### src/rtl/pkt_byte_fifo.sv
`default_nettype none
// ============================================================================
// Module   : pkt_byte_fifo
// Purpose  : Single-clock byte-streaming packet FIFO. It packs bytes into
//            WIDTH-byte entries, tracks packet boundaries, and unpacks the
//            entries back into a byte stream with rlast.
// Options  : FIFO_STATS_EN enables the 16-bit packet in/out counters.
// Revision : 1.0 - initial release
// ============================================================================
module pkt_byte_fifo #(
    parameter int DEPTH     = 4,
    parameter int WIDTH     = 11,
    parameter int UWIDTH    = 8,
    parameter int PTR_SZ    = 2,
    parameter int PTR_IN_SZ = 4,
    parameter int AF_LEVEL  = 3
) (
    input  logic              clk,
    input  logic              rst,
    input  logic              wvalid,
    output logic              wready,
    input  logic [UWIDTH-1:0] wdata,
    input  logic              wlast,
    output logic              rvalid,
    input  logic              rready,
    output logic [UWIDTH-1:0] rdata,
    output logic              rlast,
    output logic [PTR_SZ:0]   count,
    output logic              almost_full,
    output logic [15:0]       pkt_in_cnt,
    output logic [15:0]       pkt_out_cnt
);

    localparam logic [PTR_SZ:0]    c_depth     = (PTR_SZ+1)'(DEPTH);
    localparam logic [PTR_SZ:0]    c_af_level  = (PTR_SZ+1)'(AF_LEVEL);
    localparam logic [PTR_SZ:0]    c_cnt_one   = (PTR_SZ+1)'(1);
    localparam logic [PTR_SZ-1:0]  c_ptr_one   = PTR_SZ'(1);
    localparam logic [PTR_IN_SZ-1:0] c_idx_one = PTR_IN_SZ'(1);
    localparam logic [PTR_IN_SZ-1:0] c_idx_end = PTR_IN_SZ'(WIDTH - 1);

    // Storage: payload bytes, per-entry byte length and end-of-packet flag
    logic [UWIDTH-1:0]    r_mem  [DEPTH][WIDTH];
    logic [PTR_IN_SZ-1:0] r_len  [DEPTH];
    logic                 r_last [DEPTH];

    logic [PTR_SZ-1:0]    r_wptr;
    logic [PTR_SZ-1:0]    r_rptr;
    logic [PTR_IN_SZ-1:0] r_wbyte;
    logic [PTR_IN_SZ-1:0] r_rbyte;
    logic [PTR_SZ:0]      r_count;
    logic                 r_almost_full;

    logic                 w_wr_fire;
    logic                 w_wr_commit;
    logic                 w_rd_fire;
    logic                 w_rd_end;
    logic                 w_rd_pop;
    logic [PTR_SZ:0]      w_count_nxt;

    // ------------------------------------------------------------------
    // Handshake decode
    // ------------------------------------------------------------------
    assign wready      = (r_count < c_depth);
    assign rvalid      = (r_count != '0);
    assign w_wr_fire   = wvalid & wready;
    assign w_wr_commit = w_wr_fire & (wlast | (r_wbyte == c_idx_end));

    assign w_rd_end    = (r_rbyte == (r_len[r_rptr] - c_idx_one));
    assign w_rd_fire   = rvalid & rready;
    assign w_rd_pop    = w_rd_fire & w_rd_end;

    assign rdata       = r_mem[r_rptr][r_rbyte];
    assign rlast       = rvalid & r_last[r_rptr] & w_rd_end;

    assign count       = r_count;
    assign almost_full = r_almost_full;

    always_comb begin
        w_count_nxt = r_count;
        case ({w_wr_commit, w_rd_pop})
            2'b10:   w_count_nxt = r_count + c_cnt_one;
            2'b01:   w_count_nxt = r_count - c_cnt_one;
            default: w_count_nxt = r_count;
        endcase
    end

    // ------------------------------------------------------------------
    // Storage writes; contents are intentionally left untouched by reset
    // ------------------------------------------------------------------
    always_ff @(posedge clk) begin
        if (w_wr_fire) begin
            r_mem[r_wptr][r_wbyte] <= wdata;
        end
        if (w_wr_commit) begin
            r_len[r_wptr]  <= r_wbyte + c_idx_one;
            r_last[r_wptr] <= wlast;
        end
    end

    // ------------------------------------------------------------------
    // Write-side packing state
    // ------------------------------------------------------------------
    always_ff @(posedge clk or negedge rst) begin
        if (!rst) begin
            r_wptr  <= '0;
            r_wbyte <= '0;
        end else if (w_wr_commit) begin
            r_wptr  <= r_wptr + c_ptr_one;
            r_wbyte <= '0;
        end else if (w_wr_fire) begin
            r_wbyte <= r_wbyte + c_idx_one;
        end
    end

    // ------------------------------------------------------------------
    // Read-side unpacking state
    // ------------------------------------------------------------------
    always_ff @(posedge clk or negedge rst) begin
        if (!rst) begin
            r_rptr  <= '0;
            r_rbyte <= '0;
        end else if (w_rd_pop) begin
            r_rptr  <= r_rptr + c_ptr_one;
            r_rbyte <= '0;
        end else if (w_rd_fire) begin
            r_rbyte <= r_rbyte + c_idx_one;
        end
    end

    // ------------------------------------------------------------------
    // Occupancy and almost-full, registered for the arbiter
    // ------------------------------------------------------------------
    always_ff @(posedge clk or negedge rst) begin
        if (!rst) begin
            r_count       <= '0;
            r_almost_full <= 1'b0;
        end else begin
            r_count       <= w_count_nxt;
            r_almost_full <= (w_count_nxt >= c_af_level);
        end
    end

    // ------------------------------------------------------------------
    // Optional packet statistics
    // ------------------------------------------------------------------
`ifdef FIFO_STATS_EN
    logic [15:0] r_pkt_in_cnt;
    logic [15:0] r_pkt_out_cnt;

    always_ff @(posedge clk or negedge rst) begin
        if (!rst) begin
            r_pkt_in_cnt  <= '0;
            r_pkt_out_cnt <= '0;
        end else begin
            if (w_wr_commit && wlast) begin
                r_pkt_in_cnt <= r_pkt_in_cnt + 16'd1;
            end
            if (w_rd_pop && r_last[r_rptr]) begin
                r_pkt_out_cnt <= r_pkt_out_cnt + 16'd1;
            end
        end
    end

    assign pkt_in_cnt  = r_pkt_in_cnt;
    assign pkt_out_cnt = r_pkt_out_cnt;
`else
    assign pkt_in_cnt  = 16'd0;
    assign pkt_out_cnt = 16'd0;
`endif

endmodule
`default_nettype wire

### config.mk
export PLATFORM = sky130hd
export DESIGN_NAME = pkt_byte_fifo
export DESIGN_NICKNAME = d
export VERILOG_FILES = /design/src/rtl/pkt_byte_fifo.sv
export SDC_FILE = /design/constraint.sdc
export NUM_CORES = 1
export LEC_CHECK = 0
export BUFFER_PORTS_ARGS = -buffer_cell sky130_fd_sc_hd__buf_2
export CAP_MARGIN = 10
export CORE_MARGIN = 2
export CORE_UTILIZATION = 40
export DETAILED_ROUTE_END_ITERATION = 8
export MAX_ROUTING_LAYER = met4
export PLACE_DENSITY = 0.59
export SLEW_MARGIN = 15
export SYNTH_ARGS = -nofsm -noshare
export SYNTH_HDL_FRONTEND = slang
export SYNTH_SLANG_ARGS = --single-unit
### constraint.sdc
create_clock -name clk -period 6.27 [get_ports clk]
set_input_delay 1.254 -clock clk [delete_from_list [all_inputs] [get_ports clk]]
set_output_delay 1.254 -clock clk [all_outputs]
set_load 0.02 [all_outputs]
Word level (Yosys, flattened, before mapping)
Memory sizes are Yosys's and may differ from the RTL's.
Cells that the tools add are included.
{"block": "word_totals", "ff_bits": 16, "latchBits": 0, "ram_bits": 372, "romBits": 0, "in_bits": 13, "output_inout_bits": 47, "mem_count": 3}
{"block": "classes", "addsub": 7, "mul": 0, "div": 0, "order_cmp": 5, "eq_ne": 4, "n_shift": 0, "n_mux": 14, "bitwise_logic": 9, "n_reduce_logical": 4}
{"memory": "r_mem", "words": 4, "word_bits": 88, "rd": 1, "rd_ports_with_merged_regs": 0, "wr": 1, "line": "42", "text": "logic [UWIDTH-1:0] r_mem [DEPTH][WIDTH];"}
{"memory": "r_len", "words": 4, "word_bits": 4, "rd": 1, "rd_ports_with_merged_regs": 0, "wr": 1, "line": "43", "text": "logic [PTR_IN_SZ-1:0] r_len [DEPTH];"}
{"memory": "r_last", "words": 4, "word_bits": 1, "rd": 1, "rd_ports_with_merged_regs": 0, "wr": 1, "line": "44", "text": "logic r_last [DEPTH];"}
{"operator": "2-to-1 mux 88 bit", "n": 1}
{"operator": "binary-select mux 8 bit (select 4 bit)", "n": 1}
{"operator": "demux 8 bit (select 4 bit)", "n": 1}
{"operator": "2-to-1 mux 8 bit", "n": 3}
{"operator": "2-to-1 mux 4 bit", "n": 4}
{"operator": "greater-or-equal comparator 5 bit (second input constant)", "n": 2}
{"operator": "inverter 4 -> 5 bit", "n": 2}
{"operator": "adder 4 x 1 -> 4 bit (second input constant)", "n": 2}
{"operator": "bitwise AND 1 bit", "n": 6}
{"operator": "case mux 3 bit (2 select lines)", "n": 1}
{"operator": "< comparator 5 x 1 -> 1 bit (second input constant)", "n": 1}
{"operator": "adder 2 x 1 -> 2 bit (second input constant)", "n": 2}
{"operator": "== test 4 bit", "n": 1}
{"operator": "== test 4 bit (second input constant)", "n": 1}
{"operator": "nonzero test 2 bit", "n": 2}
{"operator": "subtractor 4 x 1 -> 4 bit (second input constant)", "n": 1}
{"operator": "adder 3 x 1 -> 3 bit (second input constant)", "n": 1}
{"operator": "greater-or-equal comparator 3 x 2 -> 1 bit (second input constant)", "n": 1}
{"operator": "< comparator 3 bit (second input constant)", "n": 1}
{"operator": "2-to-1 mux 1 bit", "n": 3}
{"operator": "nonzero test 3 bit", "n": 1}
{"operator": "subtractor 3 x 1 -> 3 bit (second input constant)", "n": 1}
{"operator": "== test 2 x 1 -> 1 bit (second input constant)", "n": 1}
{"operator": "== test 2 bit (second input constant)", "n": 1}
{"operator": "2 further kinds", "n": 2}

Depth between registers and ports, before layout
An unclocked memory read counts as a cell.
{"block": "depth", "ltp_word": 7, "mapped_depth": 14}

Worst setup path after synthesis
OpenSTA, ideal clock, no wires.
{"block": "synth_path", "kind": "reg-to-output", "startpoint": "register r_rptr[0]", "endpoint": "output rlast", "arrival_time_ps": 2149, "setup_slack_ps": 2867, "stages_incl_launch_ff": 10, "path_buffers": 1, "cell_sequence": "dfrtp_1 -> buf_6 -> mux4_2 -> inv_1 -> ha_1 -> xor2_1 -> xnor2_1 -> nand2_1 -> nor3_1 -> and3_1"}
{"block": "synth_via", "elab_chain_cells": 4}
{"element": "from (decl)", "line": "47", "text": "logic [PTR_SZ-1:0] r_rptr;"}
{"element": "from (signal assigned)", "line": "123", "text": "r_rptr <= r_rptr + c_ptr_one;"}
{"element": "memory (4 x 4 bit)"}
{"element": "subtractor 4 x 1 -> 4 bit", "line": "68", "text": "assign w_rd_end = (r_rbyte == (r_len[r_rptr] - c_idx_one));"}
{"element": "== test 4 bit", "line": "68"}
{"element": "bitwise AND 1 bit (*)", "line": "73", "text": "assign rlast = rvalid & r_last[r_rptr] & w_rd_end;"}
{"element": "to (decl)", "line": "27", "text": "output logic rlast,"}
Mark *: on every way between the ends. The rest lies on a longest branch, timed or not.

Final worst setup path
{"block": "layout_path", "startpoint": "register r_rptr[0]", "endpoint": "output rdata[2]"}
{"block": "layout_via", "elab_chain_cells": 4}
{"element": "memory (4 x 88 bit)"}
{"element": "binary-select mux 8 bit (select 4 bit)", "line": "72", "text": "assign rdata = r_mem[r_rptr][r_rbyte];"}
{"element": "2-to-1 mux 8 bit (implied by the code) (2 in series)", "line": "72"}
{"element": "to (decl)", "line": "26", "text": "output logic [UWIDTH-1:0] rdata,"}
No other way between the ends. The select of a mux whose other input is x is not followed.

==> impl_summary.log <==
[metrics] final critical delay including setup and external delays: 4.97 ns
[metrics] CP peak stage delay: 0.96 ns
[metrics] CTS tree: built
[metrics] DRC: 0
[metrics] DRT Wirelength: 33,400 um
[metrics] fraction of layout instances using a drive strength above 1: 0.248
[metrics] Layout Cells excl Fill: around 1,300
[metrics] Worst Tran Pin Value: 1.09 ns
[metrics] Antenna Diode Count: 0
[metrics] H-tree Lvls: 2
[metrics] worst setup path class: reg -> out
[metrics] buffers from clock root to sink, at most: 3
[metrics] core occupancy in the finished layout: 0.450
[metrics] Post-DP HPWL: roughly 20,000 um
[metrics] number of warnings printed during yosys synthesis: 0
[metrics] startpoint types: register
[metrics] maximum frequency from static timing analysis: 0.201 GHz
[metrics] clock tree root driver cell: sky130_fd_sc_hd__clkbuf_16
[metrics] Chip Width: 202 um
[metrics] source-to-sink clock delay at the later pin of the worst-skew pair: 0.53 ns
[metrics] Pre-antenna DRT Iters: 5
[metrics] critical path required time: 5.02 ns
[metrics] sequential share of the synthesized area: 0.739
[metrics] WL/cell: approximately 25 um
[metrics] FF-to-FF Start: r_rptr[0]
[metrics] Cell Pwr Density: 426 nW/um2
[metrics] smallest hold slack: approximately 0.58 ns
[metrics] fillcell total: between 3,000 and 4,000
[metrics] count of maximum capacitance violations: 0
[metrics] launch point of the worst path: r_rptr[0]
[metrics] reg-to-reg setup timing slack: 2.36 ns
[metrics] total I/O pin count: 60
[metrics] Num CTS Buffers: 41
[metrics] smallest setup slack after layout: 1.30 ns
[metrics] GRT Overall Usage: 0.173
[metrics] final weighted congestion of routability-driven global placement: 0.790
[metrics] setup repair after global routing missed its margin: false
[metrics] Die Footprint: 40,700 um2
[metrics] cell area after technology mapping: 15,700 um2
[metrics] end point of the worst hold path: r_wbyte[1]
[metrics] post-route total power: 7.40 mW
[metrics] Post-Layout Inst Area: 17,400 um2
[metrics] Layout Nets: 818
[metrics] drt via density: 5.42
[metrics] initial cell density of the core: 0.405
[metrics] remaining global-route overflow: 0
[metrics] Worst-path clk slew: 0.06 ns
[metrics] post-CTS setup buffer count: 0
[metrics] number of stages on the worst hold path: 2
[metrics] crit-path most repeated cell: sky130_fd_sc_hd__mux4_2
[metrics] category of the worst setup path capture point: output port
[metrics] CTS Sinks: 388
[metrics] setup-violating endpoint count in the final report: 0
[metrics] status: finished, final reports clean
[metrics] post-synthesis sequential element count: 388
[metrics] syn avg cell area: 20.8 um2
[metrics] clock tree skew after final layout: 0.0329 ns
[metrics] input/output buffers: 27
[metrics] maximum vdd ir drop: 0.394 mV
[metrics] Gate Count Post-Synth: 754
[metrics] via count: 7,258
[metrics] wire length of the first global-routing pass: around 50,000 um
[metrics] worst hold start: r_wbyte[1]
[metrics] hold bufs inserted after CTS: 0
[metrics] Layout area overhead: 11.2%
[metrics] number of library cell types mapped by synthesis: 35
[metrics] Hold Vio Cnt, Final: 0
[metrics] class of the worst hold path: reg -> reg
[metrics] worst r2r path cells: 11
[metrics] signal arrival time at the worst endpoint: between 3 and 4 ns
[metrics] worst max-slew margin expressed relative to the limit: 0.265
[metrics] PostCTS Resize Cnt: 0
[metrics] via count of the first global-routing pass: between 7,000 and 8,000
[metrics] antenna viol nets, final: 0
[metrics] post-route clock period utilization: 0.793
[metrics] largest net degree at the start of global routing: between 40 and 50
[metrics] Critical Path Slowest Stage Cell: sky130_fd_sc_hd__dfrtp_4
[metrics] Site Rows: 72
[metrics] series of cell instances along the critical path: buf_4 > mux4_2 > mux4_2 > nand2_1 > o21ai_0 > buf_2
[metrics] setup_tns: 0 ns
[metrics] count of routing violations after the opening detailed-route iteration: 583
[metrics] pre-CTS worst setup slack: approximately 1.8 ns
[metrics] Leakage: approximately 5.7 nW
[metrics] Max Fanout on Critical Path: 39
[metrics] initial antenna violation count: 0
[metrics] Final Max Slew Viols: 0
[metrics] Vert. Die Dim: 202 um
[metrics] placed cell areas: 16,200 um2
[metrics] placeable core region: 38,600 um2
[metrics] Crit Reg-Reg Endpoint: almost_full
[metrics] number of placed cells counting well taps: 1,268
[synth_stat cells]
master                     count  area share
sky130_fd_sc_hd__mux4_2      109        0.16
sky130_fd_sc_hd__nand2b_1      1     0.00040
sky130_fd_sc_hd__nor4_1        1     0.00040
sky130_fd_sc_hd__dfrtp_1      16       0.026
sky130_fd_sc_hd__edfxtp_1    372        0.71
sky130_fd_sc_hd__nand3_1       3     0.00096
sky130_fd_sc_hd__nor3_1        6      0.0019
sky130_fd_sc_hd__buf_2         7      0.0022
sky130_fd_sc_hd__o211ai_1      8      0.0038
sky130_fd_sc_hd__and2_1        5      0.0020
sky130_fd_sc_hd__buf_4        38       0.018
sky130_fd_sc_hd__fa_1          1      0.0013
sky130_fd_sc_hd__nand2_1      28      0.0067
sky130_fd_sc_hd__o31ai_1       1     0.00048
sky130_fd_sc_hd__nor4_4        1      0.0014
sky130_fd_sc_hd__ha_1         11      0.0088
sky130_fd_sc_hd__o21ai_0      25      0.0080
sky130_fd_sc_hd__nor3b_1       1     0.00048
sky130_fd_sc_hd__inv_1        10      0.0024
sky130_fd_sc_hd__a31oi_1       1     0.00040
sky130_fd_sc_hd__a21oi_1       1     0.00032
sky130_fd_sc_hd__xor2_1        5      0.0028
sky130_fd_sc_hd__and3_1       45       0.018
sky130_fd_sc_hd__nor2_1        3     0.00072
sky130_fd_sc_hd__buf_1         6      0.0014
sky130_fd_sc_hd__xnor2_1       9      0.0050
sky130_fd_sc_hd__buf_6         2      0.0014
sky130_fd_sc_hd__mux2i_1       8      0.0051
sky130_fd_sc_hd__mux2_2        1     0.00072
sky130_fd_sc_hd__nor2b_1       2     0.00080
sky130_fd_sc_hd__a21o_1        2     0.00096
sky130_fd_sc_hd__or3_1         1     0.00040
sky130_fd_sc_hd__conb_1        1     0.00024
sky130_fd_sc_hd__nor3_2        1     0.00064
sky130_fd_sc_hd__clkbuf_1     22      0.0053
[sequential cells by signal (all words and copies together) (netlist names)]
| register | cells |
|---|---|
| r_mem | 352 |
| r_len | 16 |
| r_last | 4 |
| r_rbyte | 4 |
| r_wbyte | 4 |
| count | 3 |
| r_rptr | 2 |
| r_wptr | 2 |
| almost_full | 1 |
[where the power goes]
group / internal (mW) / switching (mW)
Combinational: 0.934 / 1.08
Clock: 1.23 / 0.943
Sequential: 2.97 / 0.244
Total: 5.14 / 2.27
[per-layer routing]
layer	part of all wire	track usage	vias up
met1	0.44	0.242	3835
met4	0.020	0.0441	0
li1	-	-	3107
met5	0	-	-
met2	0.47	0.262	265
met3	0.064	0.0348	51
[layout by cell type, fill, tap and decap left out, types with 2 or more instances in the layout]
master,synthesis,final
sky130_fd_sc_hd__edfxtp_1,372,372
sky130_fd_sc_hd__mux4_2,109,109
sky130_fd_sc_hd__and3_1,45,45
sky130_fd_sc_hd__clkbuf_16,0,42
sky130_fd_sc_hd__conb_1,1,32
sky130_fd_sc_hd__nand2_1,28,28
sky130_fd_sc_hd__buf_2,7,27
sky130_fd_sc_hd__o21ai_0,25,25
sky130_fd_sc_hd__clkbuf_1,22,15
sky130_fd_sc_hd__dfrtp_1,16,14
sky130_fd_sc_hd__buf_4,38,13
sky130_fd_sc_hd__ha_1,11,11
sky130_fd_sc_hd__inv_1,10,10
sky130_fd_sc_hd__xnor2_1,9,9
sky130_fd_sc_hd__mux2i_1,8,8
sky130_fd_sc_hd__o211ai_1,8,8
sky130_fd_sc_hd__clkinv_1,0,7
sky130_fd_sc_hd__nor3_1,6,6
sky130_fd_sc_hd__clkinv_2,0,6
sky130_fd_sc_hd__xor2_1,5,5
sky130_fd_sc_hd__and2_1,5,5
sky130_fd_sc_hd__nor2_1,3,3
sky130_fd_sc_hd__nand3_1,3,3
sky130_fd_sc_hd__nor2b_1,2,2
sky130_fd_sc_hd__a21o_1,2,2
sky130_fd_sc_hd__dfrtp_4,0,2
[worst max-delay path: cells and delay by family (launching register included)]
family,cells,cell delay [ns]
mux,2,1.08
flops,1,0.96
buf+inv,2,0.72
compound gates,1,0.25
simple gates,1,0.12
[how the worst max path moves through the flow]
| stage | cells past startpoint | end | slack [ns] |
|---|---|---|---|
| 2_1_floorplan | 9 | rlast | 2.87 |
| 3_3_place_gp | 6 | rdata[7] | 1.84 |
| 3_5_place_dp | 6 | rdata[7] | 1.83 |
| 4_1_cts | 6 | rdata[7] | 1.24 |
| 5_1_grt | 6 | rdata[7] | 1.05 |
| 6_report | 6 | rdata[2] | 1.30 |
[cells by family (layout without fill, tap and decap cells)]
logic type / after synthesis / in the layout / share of synthesized area
fa+ha+maj: 12 / 12 / 0.0101
compound gates: 38 / 38 / 0.0140
xor+xnor: 14 / 14 / 0.00784
mux: 118 / 118 / 0.163
other cells: 1 / 32 / 0.000240
flops: 388 / 388 / 0.739
buf+inv: 85 / 122 / 0.0310
simple gates: 98 / 98 / 0.0348
[cell type report]
| cell class | count | area (um2) | area share |
|---|---|---|---|
| inverters | 10 | 37.5 | 0.00216 |
| clock buffers | 57 | 1110 | 0.0637 |
| well taps | 518 | 648 | 0.0373 |
| repair buffers | 40 | 233 | 0.0134 |
| multi-input cells | 312 | 3710 | 0.213 |
| flip-flops and latches | 388 | 11600 | 0.666 |
| clock inverters | 15 | 81.3 | 0.00468 |
No activity file was read; power rests on OpenSTA's default activity.
